File: src/rtl/bram_stream_reader_pkg.sv
// bram_stream_reader_pkg: shared FSM encoding and output FIFO sizing
package bram_stream_reader_pkg;
  typedef enum logic [1:0] {IDLE, RUN, DRAIN} state_t;
  localparam int FIFO_DEPTH = 4;
  localparam int FIFO_AW = $clog2(FIFO_DEPTH);
endpackage

File: src/rtl/bram_stream_reader_stream_fifo.sv
// stream_fifo: small synchronous FIFO holding data plus last marker
module stream_fifo
  import bram_stream_reader_pkg::*;
#(
  parameter int W = 37
) (
  input  logic             clock,
  input  logic             reset_n,
  input  logic             push,
  input  logic [W-1:0]     din,
  input  logic             pop,
  output logic [W-1:0]     dout,
  output logic [FIFO_AW:0] occ,
  output logic             empty
);
  logic [W-1:0] mem [FIFO_DEPTH];
  logic [FIFO_AW-1:0] wr, rd;
  assign dout = mem[rd];
  assign empty = occ == '0;
  // pointers and occupancy; push and pop may coincide even when full
  always_ff @(posedge clock) begin
    if (!reset_n) begin
      wr <= '0;
      rd <= '0;
      occ <= '0;
    end else begin
      wr <= push ? wr + 1'b1 : wr;
      rd <= pop ? rd + 1'b1 : rd;
      occ <= occ + (FIFO_AW+1)'(push) - (FIFO_AW+1)'(pop);
    end
  end
  // storage needs no reset; occupancy decides what is visible
  always_ff @(posedge clock) begin
    if (push) mem[wr] <= din;
  end
endmodule

File: src/rtl/bram_stream_reader.sv
// bram_stream_reader: turns a (base, length) command into sequential BRAM reads presented as a valid/ready stream
module bram_stream_reader
  import bram_stream_reader_pkg::*;
#(
  parameter int WIDTH = 36,
  parameter int LOG_DEP = 6
) (
  input  logic               clock,
  input  logic               reset_n,
  input  logic               enable,
  input  logic               cmd_valid,
  output logic               cmd_ready,
  input  logic [LOG_DEP-1:0] cmd_base,
  input  logic [LOG_DEP:0]   cmd_len,
  output logic [LOG_DEP-1:0] ram_raddr,
  input  logic [WIDTH-1:0]   ram_dout,
  output logic               out_valid,
  input  logic               out_ready,
  output logic [WIDTH-1:0]   out_data,
  output logic               out_last,
  output logic               busy,
  output logic               done
);
  state_t state, state_n;
  logic [LOG_DEP-1:0] addr, raddr_q;
  logic [LOG_DEP:0] remaining;
  logic issue, issue_d, last_d, pop, empty, final_issue;
  logic [FIFO_AW:0] occ;
  logic [WIDTH:0] fifo_dout;
  assign pop = out_valid & out_ready;
  assign final_issue = issue && remaining == (LOG_DEP+1)'(1);
  assign cmd_ready = state == IDLE;
  assign busy = state != IDLE;
  assign out_valid = !empty;
  assign {out_last, out_data} = fifo_dout;
  assign ram_raddr = issue ? addr : raddr_q;
  // state register
  always_ff @(posedge clock) begin
    state <= !reset_n ? IDLE : state_n;
  end
  // issue only while the FIFO plus the in-flight read leaves room for one more word
  always_comb begin
    issue = state == RUN && enable && (int'(occ) + int'(issue_d) < FIFO_DEPTH + int'(pop));
    state_n = state == IDLE ? (cmd_valid && cmd_len != '0 ? RUN : IDLE)
            : state == RUN  ? (final_issue ? DRAIN : RUN)
            : (pop && out_last ? IDLE : DRAIN);
  end
  // address walk, read-latency pipeline and completion pulse
  always_ff @(posedge clock) begin
    if (!reset_n) begin
      addr <= '0;
      remaining <= '0;
      raddr_q <= '0;
      issue_d <= 1'b0;
      last_d <= 1'b0;
      done <= 1'b0;
    end else begin
      issue_d <= issue;
      last_d <= final_issue;
      done <= (state == IDLE && cmd_valid && cmd_len == '0) || (state == DRAIN && pop && out_last);
      if (state == IDLE && cmd_valid) begin
        addr <= cmd_base;
        remaining <= cmd_len;
      end else if (issue) begin
        addr <= addr + 1'b1;
        remaining <= remaining - 1'b1;
        raddr_q <= addr;
      end
    end
  end
  stream_fifo #(.W(WIDTH + 1)) u_fifo (
    .clock  (clock),
    .reset_n(reset_n),
    .push   (issue_d),
    .din    ({last_d, ram_dout}),
    .pop    (pop),
    .dout   (fifo_dout),
    .occ    (occ),
    .empty  (empty)
  );
endmodule

File: config.mk
export PLATFORM = sky130hd
export DESIGN_NAME = bram_stream_reader
export DESIGN_NICKNAME = d
export VERILOG_FILES = /design/src/rtl/bram_stream_reader_pkg.sv /design/src/rtl/bram_stream_reader_stream_fifo.sv /design/src/rtl/bram_stream_reader.sv
export SDC_FILE = /design/constraint.sdc
export NUM_CORES = 1
export LEC_CHECK = 0
export BUFFER_PORTS_ARGS = -buffer_cell sky130_fd_sc_hd__buf_2
export CORE_MARGIN = 2
export CORE_UTILIZATION = 61
export DETAILED_ROUTE_END_ITERATION = 10
export GPL_TIMING_DRIVEN = 0
export PLACE_DENSITY = 0.92
export SETUP_SLACK_MARGIN = 0.2
export SLEW_MARGIN = 40
export SYNTH_ARGS = -nofsm -noshare
export SYNTH_HDL_FRONTEND = slang
export SYNTH_SLANG_ARGS = --single-unit
File: constraint.sdc
create_clock -name clock -period 5.55 [get_ports clock]
set_clock_uncertainty 0.2 [all_clocks]
set_input_delay 1.11 -clock clock [delete_from_list [all_inputs] [get_ports clock]]
set_output_delay 1.11 -clock clock [all_outputs]
set_load 0.02 [all_outputs]
==> key figures, run 1 <==
Critical path
  – FF-to-FF Start: u_fifo.occ[2]$_SDFF_PN0_
  – Buf/Inv on CP: 4
  – Worst-path cell chain: buf_2, and3b_1, nand2_1, clkbuf_1, clkbuf_1, o21ai_0, nand2_1, buf_2
  – Largest delay share family, worst path: buffers and inverters
  – CP max FO: 10
  – Critical path class: primary input to output port
  – Worst EP required: 4240 ps
  – Critical Path AT: 2820 ps
  – Crit path largest cell delay: 430 ps
  – Crit path launch: enable
  – CP max stage cell: clkbuf_1
  – CP Launch Type: primary input
  – Worst setup EP type: output port

Yosys
  – Post-synthesis sequential area ratio: 0.720
  – Post-synthesis xor/xnor area fraction: 0.00618
  – Ranking of synthesized cells by area: edfxtp_1, mux4_2, dfxtp_1, ha_1, o21ai_0
  – Count of unique library cells instantiated by Yosys: 43
  – Combinational family with the most area after synthesis: multiplexers
  – Post-synth EDFFs: 148
  – Synthesized area per cell: 17.5 µm²
  – Most used DFF post-synth: edfxtp_1
  – Synth Register Bits: 181
  – Simple-Gate Fraction of Synth Area: 0.0604
  – Syn_nets: 472
  – Cells after synthesis: 405
  – Synth area leader: edfxtp_1
  – Share of Yosys cell area claimed by the top area cell type: 0.627
  – Ys async rst share: 0
  – Post-Synth Adder-Cell Area: 0.0240
  – Mapped Area: 7090 µm²
  – Post-synthesis mux area share: 0.119
  – Post-synthesis compound-gate area fraction: 0.0508
  – Synth warnings: 0

Timing
  – Slew margin rel.: 0.572
  – Final hold vios: 0
  – Final setup fails: 0
  – Sum Neg Setup Slack: 0 ps
  – Period utilisation layout: 0.744
  – Minimum clock period: 4130 ps
  – Worst hold margin: 305 ps
  – Pins Over Slew Limit: 0
  – Tightest Pin Transition: 643 ps
  – F_max: 242 MHz
  – RSZ-0062 raised after global routing: no

CTS
  – CTS buffer count: 17
  – Worst-case clock buffer depth: 2
  – Num Clock Sinks: 181
  – Root Buffer: clkbuf_16
  – Cts hold-fix bufs: 0
  – CTS tree: built
  – Clk Latency, worst-skew pair: 440 ps
  – Post-cts repair resize count: 0
  – H-tree Lvls: 4
  – Postcts setup bufs: 0
  – Worst-path clk slew: 60 ps

Layout
  – Area taken by multi-input logic gates: 1860 µm²
  – # nets final: 592
  – Area Overhead vs Synth: 19.2%
  – Sequential cell area: 5100 µm²
  – N_diodes: 0
  – Share of post-route cells with drive strength above 1: 0.349
  – Fill cells: 662
  – Non-Filler Instances: 681

Global routing
  – Initial antenna violation count: 0
  – GRT Util Overall: 0.253
  – First-pass GRT wire length: 23.4 mm
  – Vias in the first global route: 4262
  – GRT overflow: 0
  – Largest net degree at the start of global routing: 38

Power
  – P_sw: 1.01 mW
  – Pwr dens: 434 nW/µm²
  – Clock power share: 0.356
  – Sw Ratio: 0.275
  – Leak: 3.00 nW
  – Sequential Power Share: 0.424
  – Internal power: 2.66 mW
  – Comb pwr share: 0.220
  – VDD IR max: 365 µV

Min path
  – HP Start: addr[1]$_SDFFE_PN0P_
  – Hold Crit Class: flop to flop

Detailed routing
  – Residual DRC: 0
  – WL final: 15.0 mm
  – Via-to-Cell Ratio: 6.07
  – DRT Pass-1 Iters: 4
  – Via count: 4131
  – DRT iter0 DRCs: 364
  – ANT nets after route: 0
  – DR WL/cell: 22.0 µm

Floorplanning
  – Die X: 112 µm
  – Row count: 39
  – Starting Density: 0.624
  – I/O pin total: 101
  – DIE AREA: 12500 µm²
  – Die height: 112 µm
  – Core area: 11400 µm²

Status
  – Status: completed

Place
  – IO buf count: 100
  – DP Wirelength: 9.33 mm
  – DP Cell Count: 649
  – Placer congestion estimate: 0.872

Flow run
  – Total of max-cap violations: 0
==> power groups by stage <==
stage	Sequential, mW	Combinational (mW)	Clock, mW
floorplan	1.57	0.574	0
global placement	1.57	0.774	0
detailed placement	1.58	0.798	0
CTS	1.55	0.813	1.32
global route	1.56	0.865	1.37
finish	1.55	0.806	1.31
==> final timing paths <==
path	slack, ps	cells after the start	to
setup reg to reg	2900	10	u_fifo.occ[2]$_SDFF_PN0_
hold / removal	300	2	addr[1]$_SDFFE_PN0P_
hold reg to reg	300	2	addr[1]$_SDFFE_PN0P_
setup / recovery	1420	8	ram_raddr[0]
==> worst reg2reg max path: cells and delay by family, from the launching register on <==
| family | cells | cell delay [ps] |
|---|---|---|
| buf+inv | 3 | 370 |
| xor+xnor | 1 | 150 |
| flops | 1 | 350 |
| simple gates | 3 | 640 |
| fa+ha+maj | 3 | 860 |
==> metal layers <==
layer / GRT usage / up-vias / wire length (µm)
met1: 0.309 / 2068 / 5800
met3: 0.0642 / 27 / 878
met4: 0.0979 / 0 / 340
met5: 0 / - / 0
met2: 0.438 / 176 / 7990
li1: - / 1860 / -
==> metrics by stage <==
stage / area, µm² / power [mW] / util / setup slack (ps)
5_1_grt: 8450 / 3.79 / 0.743 / 1290
4_1_cts: 8450 / 3.69 / 0.743 / 1450
6_report: 8450 / 3.67 / 0.743 / 1420
3_5_place_dp: 7800 / 2.38 / 0.686 / 1470
2_1_floorplan: 7090 / 2.14 / - / 2040
3_3_place_gp: 7770 / 2.35 / 0.683 / 1540
==> kinds of logic (layout without fill, tap and decap cells) <==
logic type,count (synthesis),count (layout)
flip-flops,181,181
AND/OR/NAND/NOR,82,82
AO/OA/AOI/OAI,53,53
multiplexers,38,38
buffers and inverters,33,166
adder cells (fa/ha/maj),13,13
XOR/XNOR,5,5
==> state kept, by name, summed over array words and instances, names as in the netlist, named ones only <==
register and flops:
u_fifo.rd 2, u_fifo.mem 148, state 2, issue_d 1
u_fifo.occ 3, raddr_q 6, u_fifo.wr 2, addr 6
remaining 7, done 1, last_d 1
==> cell usage in the layout (no fill, tap or decap), drive strengths merged, types with 2 or more instances in the layout <==
master	netlist	routed
a41o	3	3
edfxtp	148	148
or3	3	3
and3b	2	2
nand3	11	11
nand4	4	4
inv	12	15
clkbuf	13	30
clkinv	0	6
dfxtp	33	33
bufinv	0	5
nor4	3	3
buf	8	109
a31o	2	2
xor2	2	2
a211oi	12	12
a21oi	8	8
nor3	6	6
nand2	15	15
or2	3	3
nor2	17	17
ha	12	12
and2	10	10
mux4	37	37
a31oi	3	3
o21ai	18	18
xnor2	3	3
or4	4	4
==> synth_stat cells, types with 6 or more instances <==
library cell	instances
inv_1	12
clkbuf_1	13
ha_1	12
dfxtp_1	33
edfxtp_1	148
a211oi_1	12
mux4_2	37
a21oi_1	8
buf_2	6
and2_1	9
nand3_1	11
nor3_1	6
nand2_1	15
o21ai_0	18
nor2_1	17
==> layout make-up <==
cell class,count,area share
tap,143,0.0212
timing repair buffer,101,0.0616
clock buffer,17,0.0503
multi-input combinational,191,0.220
sequential,181,0.604
clock inverter,15,0.0267
buffer,21,0.0111
inverter,12,0.00533
No activity file was read; power rests on OpenSTA's default activity.
==> run 2, diff against run 1 <==
--- a/config.mk
+++ b/config.mk
@@ -7,10 +7,10 @@
 export LEC_CHECK = 0
 export BUFFER_PORTS_ARGS = -buffer_cell sky130_fd_sc_hd__buf_2
 export CORE_MARGIN = 2
-export CORE_UTILIZATION = 61
+export CORE_UTILIZATION = 51
 export DETAILED_ROUTE_END_ITERATION = 10
 export GPL_TIMING_DRIVEN = 0
-export PLACE_DENSITY = 0.92
+export PLACE_DENSITY = 0.83
 export SETUP_SLACK_MARGIN = 0.2
 export SLEW_MARGIN = 40
 export SYNTH_ARGS = -nofsm -noshare
==> constraint.sdc (replaced) <==
create_clock -name clock -period 3.5 [get_ports clock]
set_clock_uncertainty 0.2 [all_clocks]
set_input_delay 0.7 -clock clock [delete_from_list [all_inputs] [get_ports clock]]
set_output_delay 0.7 -clock clock [all_outputs]
set_load 0.02 [all_outputs]
==> run 2 against run 1 <==
Effect of this change: non-clock buffer count is 3 higher; first-iteration DRC count grew 1.6%; final cell count up 6.0%; final area grew 1.3%.
==> key figures, run 2 (synthesis results as in run 1) <==
Detailed routing
  – ANT nets after route: 0
  – DR WL/cell: 19.2 µm
  – Residual DRC: 0
  – Via-to-Cell Ratio: 5.69
  – Via count: 4107
  – DRT iter0 DRCs: 370
  – WL final: 13.9 mm
  – DRT Pass-1 Iters: 5

Global routing
  – Initial antenna violation count: 1
  – Largest net degree at the start of global routing: 35
  – Top Usage Layer GRT: met2
  – GRT overflow: 0
  – GRT Util Overall: 0.198
  – Vias in the first global route: 4245
  – GR Util met1: 0.251
  – First-pass GRT wire length: 21.9 mm
  – M3 GR Usage: 0.0468
  – Met2 track demand over resource: 0.334

Timing
  – Tightest Pin Transition: 604 ps
  – Sum Neg Setup Slack: 0 ps
  – RSZ-0062 raised after global routing: no
  – Final setup fails: 0
  – Slew margin rel.: 0.597
  – Period utilisation layout: 0.917
  – Final hold vios: 0
  – Final setup margin: 292 ps
  – Pins Over Slew Limit: 0
  – F_max: 312 MHz
  – Minimum clock period: 3210 ps

CTS
  – Worst-case clock buffer depth: 2
  – CTS buffer count: 17
  – H-tree Lvls: 4
  – Num Clock Sinks: 181
  – Worst-path clk slew: 70 ps
  – Clk Latency, worst-skew pair: 420 ps
  – Root Buffer: clkbuf_16
  – Cts hold-fix bufs: 0
  – CTS tree: built

Layout
  – Fill cells: 967
  – Regs by FF count: u_fifo.mem x148, remaining x7
  – # nets final: 595
  – Most common cell after layout, fill and taps aside: edfxtp_1
  – Number of flip-flops in the largest register: 148
  – Most flop-heavy register: u_fifo.mem
  – Share of post-route cells with drive strength above 1: 0.377
  – Area taken by multi-input logic gates: 1900 µm²
  – Post-layout instance area: 8560 µm²
  – Area Overhead vs Synth: 20.8%
  – Most frequent cells in the layout: edfxtp_1, buf_2, mux4_2
  – Sequential cell area: 5110 µm²

Min path
  – HP Start: raddr_q[0]$_SDFFE_PN0N_
  – Worst Hold End: raddr_q[0]$_SDFFE_PN0N_
  – Worst hold stages: 2
  – Hold Crit Class: flop to flop

Critical path
  – R2r setup slk: 860 ps
  – Worst setup EP type: output port
  – Critical path class: flop to output port
  – Worst EP required: 2600 ps
  – Critical Path AT: 2310 ps
  – FF-to-FF Start: u_fifo.occ[0]$_SDFF_PN0_
  – CP max FO: 10
  – Reg2reg path depth: 10
  – CP Launch Type: flop
  – RR Endpoint: u_fifo.occ[2]$_SDFF_PN0_

Floorplanning
  – Core area: 13700 µm²
  – Starting Density: 0.517
  – I/O pin total: 101
  – Die X: 122 µm
  – Die height: 122 µm
  – Row count: 43
  – DIE AREA: 14900 µm²

Place
  – IO buf count: 100
  – Pre-CTS setup slack: 305 ps
  – Placer congestion estimate: 0.839
  – DP Wirelength: 9.23 mm
  – Post-place instance area: 7910 µm²

Power
  – Leak: 3.01 nW
  – Pwr dens: 654 nW/µm²
  – VDD IR max: 368 µV

Flow run
  – Total of max-cap violations: 0

Status
  – Status: completed
## run 2: report_power, final
part	internal [mW]	switching [mW]
logic	0.560	0.735
registers	2.40	0.0551
clock network	1.05	0.789
total	4.02	1.58
## run 2: critical path, cell delays in order, from the launching register on
cell	delay, ps
dfxtp_4	380
ha_1	230
ha_1	320
nor2_4	50
a31oi_4	230
buf_6	180
buf_8	160
o21ai_1	100
nand2_1	70
buf_2	160
## run 2: worst max-delay path by stage
stage	startpoint	endpoint	slack, ps	cells after the start
2_1_floorplan	issue_d$_SDFF_PN0_	ram_raddr[0]	750	8
3_3_place_gp	enable	ram_raddr[1]	280	8
3_5_place_dp	enable	ram_raddr[1]	300	8
4_1_cts	issue_d$_SDFF_PN0_	ram_raddr[3]	210	9
5_1_grt	issue_d$_SDFF_PN0_	ram_raddr[2]	190	9
6_report	issue_d$_SDFF_PN0_	ram_raddr[2]	290	9
## run 2: stage by stage
stage               instances   util  hold slack [ps]  total power, mW
floorplan                 405      -              238             3.40
global placement          685  0.570              246             3.73
detailed placement        689  0.576              269             3.77
CTS                       721  0.621              273             5.62
global route              721  0.624              285             5.83
finish                    722  0.624              264             5.60
## run 2: final cells by class
| type | count | area share |
|---|---|---|
| antenna | 1 | 0.000292 |
| tap | 180 | 0.0263 |
| clock buffer | 17 | 0.0497 |
| timing repair buffer | 104 | 0.0678 |
| buffer | 21 | 0.0133 |
| multi-input combinational | 191 | 0.222 |
| sequential | 181 | 0.597 |
| clock inverter | 15 | 0.0183 |
| inverter | 12 | 0.00526 |
## run 2: timing repair
item,CTS,global route
buffers inserted,0,0
pin swaps,0,1
setup endpoints to repair,28,6
gates resized for setup,16,13
## run 2: layer usage
layer | vias up | routed length [µm]
met3 | 23 | 944
li1 | 1865 | -
met2 | 184 | 7030
met1 | 2035 | 5630
met5 | - | 0
met4 | 0 | 246
==> run 3, diff against run 2 <==
--- a/config.mk
+++ b/config.mk
@@ -5,6 +5,7 @@
 export SDC_FILE = /design/constraint.sdc
 export NUM_CORES = 1
 export LEC_CHECK = 0
+export ABC_AREA = 1
 export BUFFER_PORTS_ARGS = -buffer_cell sky130_fd_sc_hd__buf_2
 export CORE_MARGIN = 2
 export CORE_UTILIZATION = 51
==> run 3 against run 2 <==
Effect of this change: die area is 1.7% higher; via count up 21%; final cell count grew 28%; core utilization is 0.57 points lower; count of clock-buffer cells in the layout did not move; critical path type unchanged; largest cell class unchanged; largest power group unchanged.
==> key figures, run 3 <==
Global routing
  – GRT Util Overall: 0.207
  – GRT overflow: 0
  – Largest net degree at the start of global routing: 38
  – First-pass GRT wire length: 23.3 mm
  – Vias in the first global route: 4956
  – Initial antenna violation count: 2

Detailed routing
  – WL final: 15.5 mm
  – Via-to-Cell Ratio: 5.41
  – DR WL/cell: 16.8 µm
  – ANT nets after route: 0
  – DRT Pass-1 Iters: 5
  – Via count: 4990
  – Residual DRC: 0
  – DRT iter0 DRCs: 409

Floorplanning
  – DIE AREA: 15100 µm²
  – Die height: 123 µm
  – Starting Density: 0.522
  – Die X: 123 µm
  – Row count: 43
  – Core area: 13800 µm²
  – I/O pin total: 101

Layout
  – Most common cell after layout, fill and taps aside: edfxtp_1
  – Non-Filler Instances: 922
  – Most flop-heavy register: u_fifo.mem
  – Area taken by multi-input logic gates: 1820 µm²
  – Share of post-route cells with drive strength above 1: 0.216
  – # nets final: 795
  – Regs by FF count: u_fifo.mem x148, remaining x7
  – Most frequent cells in the layout: edfxtp_1, nor2_1, buf_2
  – Fill cells: 1044
  – Area Overhead vs Synth: 18.5%
  – Sequential cell area: 5110 µm²
  – Post-layout instance area: 8550 µm²
  – Number of flip-flops in the largest register: 148

Yosys
  – Synthesized area per cell: 11.8 µm²
  – Ranking of synthesized cells by area: edfxtp_1, dfxtp_1, o21ai_0, nor2_1, o22ai_1
  – Most used DFF post-synth: edfxtp_1
  – Count of unique library cells instantiated by Yosys: 31
  – Post-synth EDFFs: 148
  – Synth area leader: edfxtp_1
  – Ys async rst share: 0
  – Syn_nets: 676
  – Cells after synthesis: 609
  – Commonest cells post-synth: edfxtp_1, nor2_1, o21ai_0, nand2_1, inv_1
  – Share of Yosys cell area claimed by the top area cell type: 0.616
  – Mapped Area: 7220 µm²
  – Top-count cell post-synth: edfxtp_1
  – Synth warnings: 0
  – Synth Register Bits: 181
  – Post-synthesis sequential area ratio: 0.707

CTS
  – Worst-case clock buffer depth: 2
  – Worst-path clk slew: 60 ps
  – Clk Latency, worst-skew pair: 420 ps
  – H-tree Lvls: 4
  – CTS tree: built
  – Root Buffer: clkbuf_16
  – Postcts setup bufs: 0
  – Num Clock Sinks: 181
  – CTS buffer count: 17

Critical path
  – CP max stage cell: clkbuf_1
  – Buf/Inv on CP: 5
  – Crit path largest cell delay: 420 ps
  – CP max FO: 10
  – Critical path class: flop to output port
  – Worst EP required: 2600 ps
  – Largest delay share family, worst path: buffers and inverters
  – Worst setup EP type: output port
  – CP Launch Type: flop
  – Worst-path cell chain: buf_2, inv_2, buf_2, clkbuf_1, o21ai_0, o22ai_1, buf_2
  – Crit path top cell by count: buf_2
  – Critical Path AT: 2330 ps

Min path
  – Hold Crit Class: flop to flop

Timing
  – Minimum clock period: 3230 ps
  – Sum Neg Setup Slack: 0 ps
  – RSZ-0062 raised after global routing: yes
  – Final setup fails: 0
  – Tightest Pin Transition: 547 ps
  – Pins Over Slew Limit: 0
  – Period utilisation layout: 0.924
  – Slew margin rel.: 0.635
  – Final hold vios: 0
  – F_max: 309 MHz

Power
  – Pwr dens: 683 nW/µm²
  – Leak: 3.24 nW
  – VDD IR max: 420 µV

Place
  – DP Cell Count: 889
  – IO buf count: 100
  – Placer congestion estimate: 0.838
  – Post-place instance area: 7950 µm²
  – DP Wirelength: 9.55 mm

Status
  – Status: completed

Flow run
  – Total of max-cap violations: 0
[run 3: power breakdown]
part	switching [mW]	internal (mW)
logic	1.02	0.457
clock network	0.821	1.07
registers	0.0609	2.41
[run 3: path summary, 6_finish.rpt]
| kind | startpoint | to | slack [ps] | depth (start not counted) |
|---|---|---|---|---|
| min reg2reg | u_fifo.rd[1]$_SDFFE_PN0N_ | flop | 280 | 2 |
| min | u_fifo.rd[1]$_SDFFE_PN0N_ | flop | 280 | 2 |
| max reg2reg | u_fifo.occ[1]$_SDFF_PN0_ | u_fifo.occ[1]$_SDFF_PN0_ | 1240 | 8 |
| max | flop | out_data[8] | 270 | 7 |
[run 3: cell families after synthesis]
kind of cell,share of synthesized area
AO/OA/AOI/OAI,0.108
AND/OR/NAND/NOR,0.110
flip-flops,0.707
adder cells (fa/ha/maj),0.0236
buffers and inverters,0.0411
XOR/XNOR,0.00971
[run 3: area by class of cell]
cell class	instances	area share
antenna	1	0.000293
buffer	30	0.0162
clock buffer	17	0.0498
clock inverter	15	0.0195
inverter	42	0.0196
multi-input combinational	356	0.213
sequential	181	0.597
tap	180	0.0263
timing repair buffer	100	0.0585
[run 3: layer usage]
metal | vias up | global-route usage | routed length, µm
met5 | - | 0 | 11
met4 | 2 | 0.101 | 319
met2 | 200 | 0.360 | 7930
met3 | 29 | 0.0549 | 1140
met1 | 2368 | 0.237 | 6070
li1 | 2391 | - | -
[run 3: metrics by stage]
stage	setup slack [ps]	util	power [mW]	hold WS, ps
2_1_floorplan	964	-	3.47	236
3_3_place_gp	716	0.574	3.95	253
3_5_place_dp	646	0.575	3.98	261
4_1_cts	226	0.618	5.87	273
5_1_grt	183	0.618	6.09	277
6_report	267	0.618	5.84	276
[run 3: repair_timing]
item | 4_1_cts | 5_1_grt
hold buffers | 0 | 0
setup endpoints to repair | 2 | 6
cloned | 0 | 0
resized for setup | 2 | 5
[run 3: worst min-delay path, cell delays in order (launching register included)]
cell     delay [ps]
dfxtp_1         300
inv_1            60
a21oi_1          70
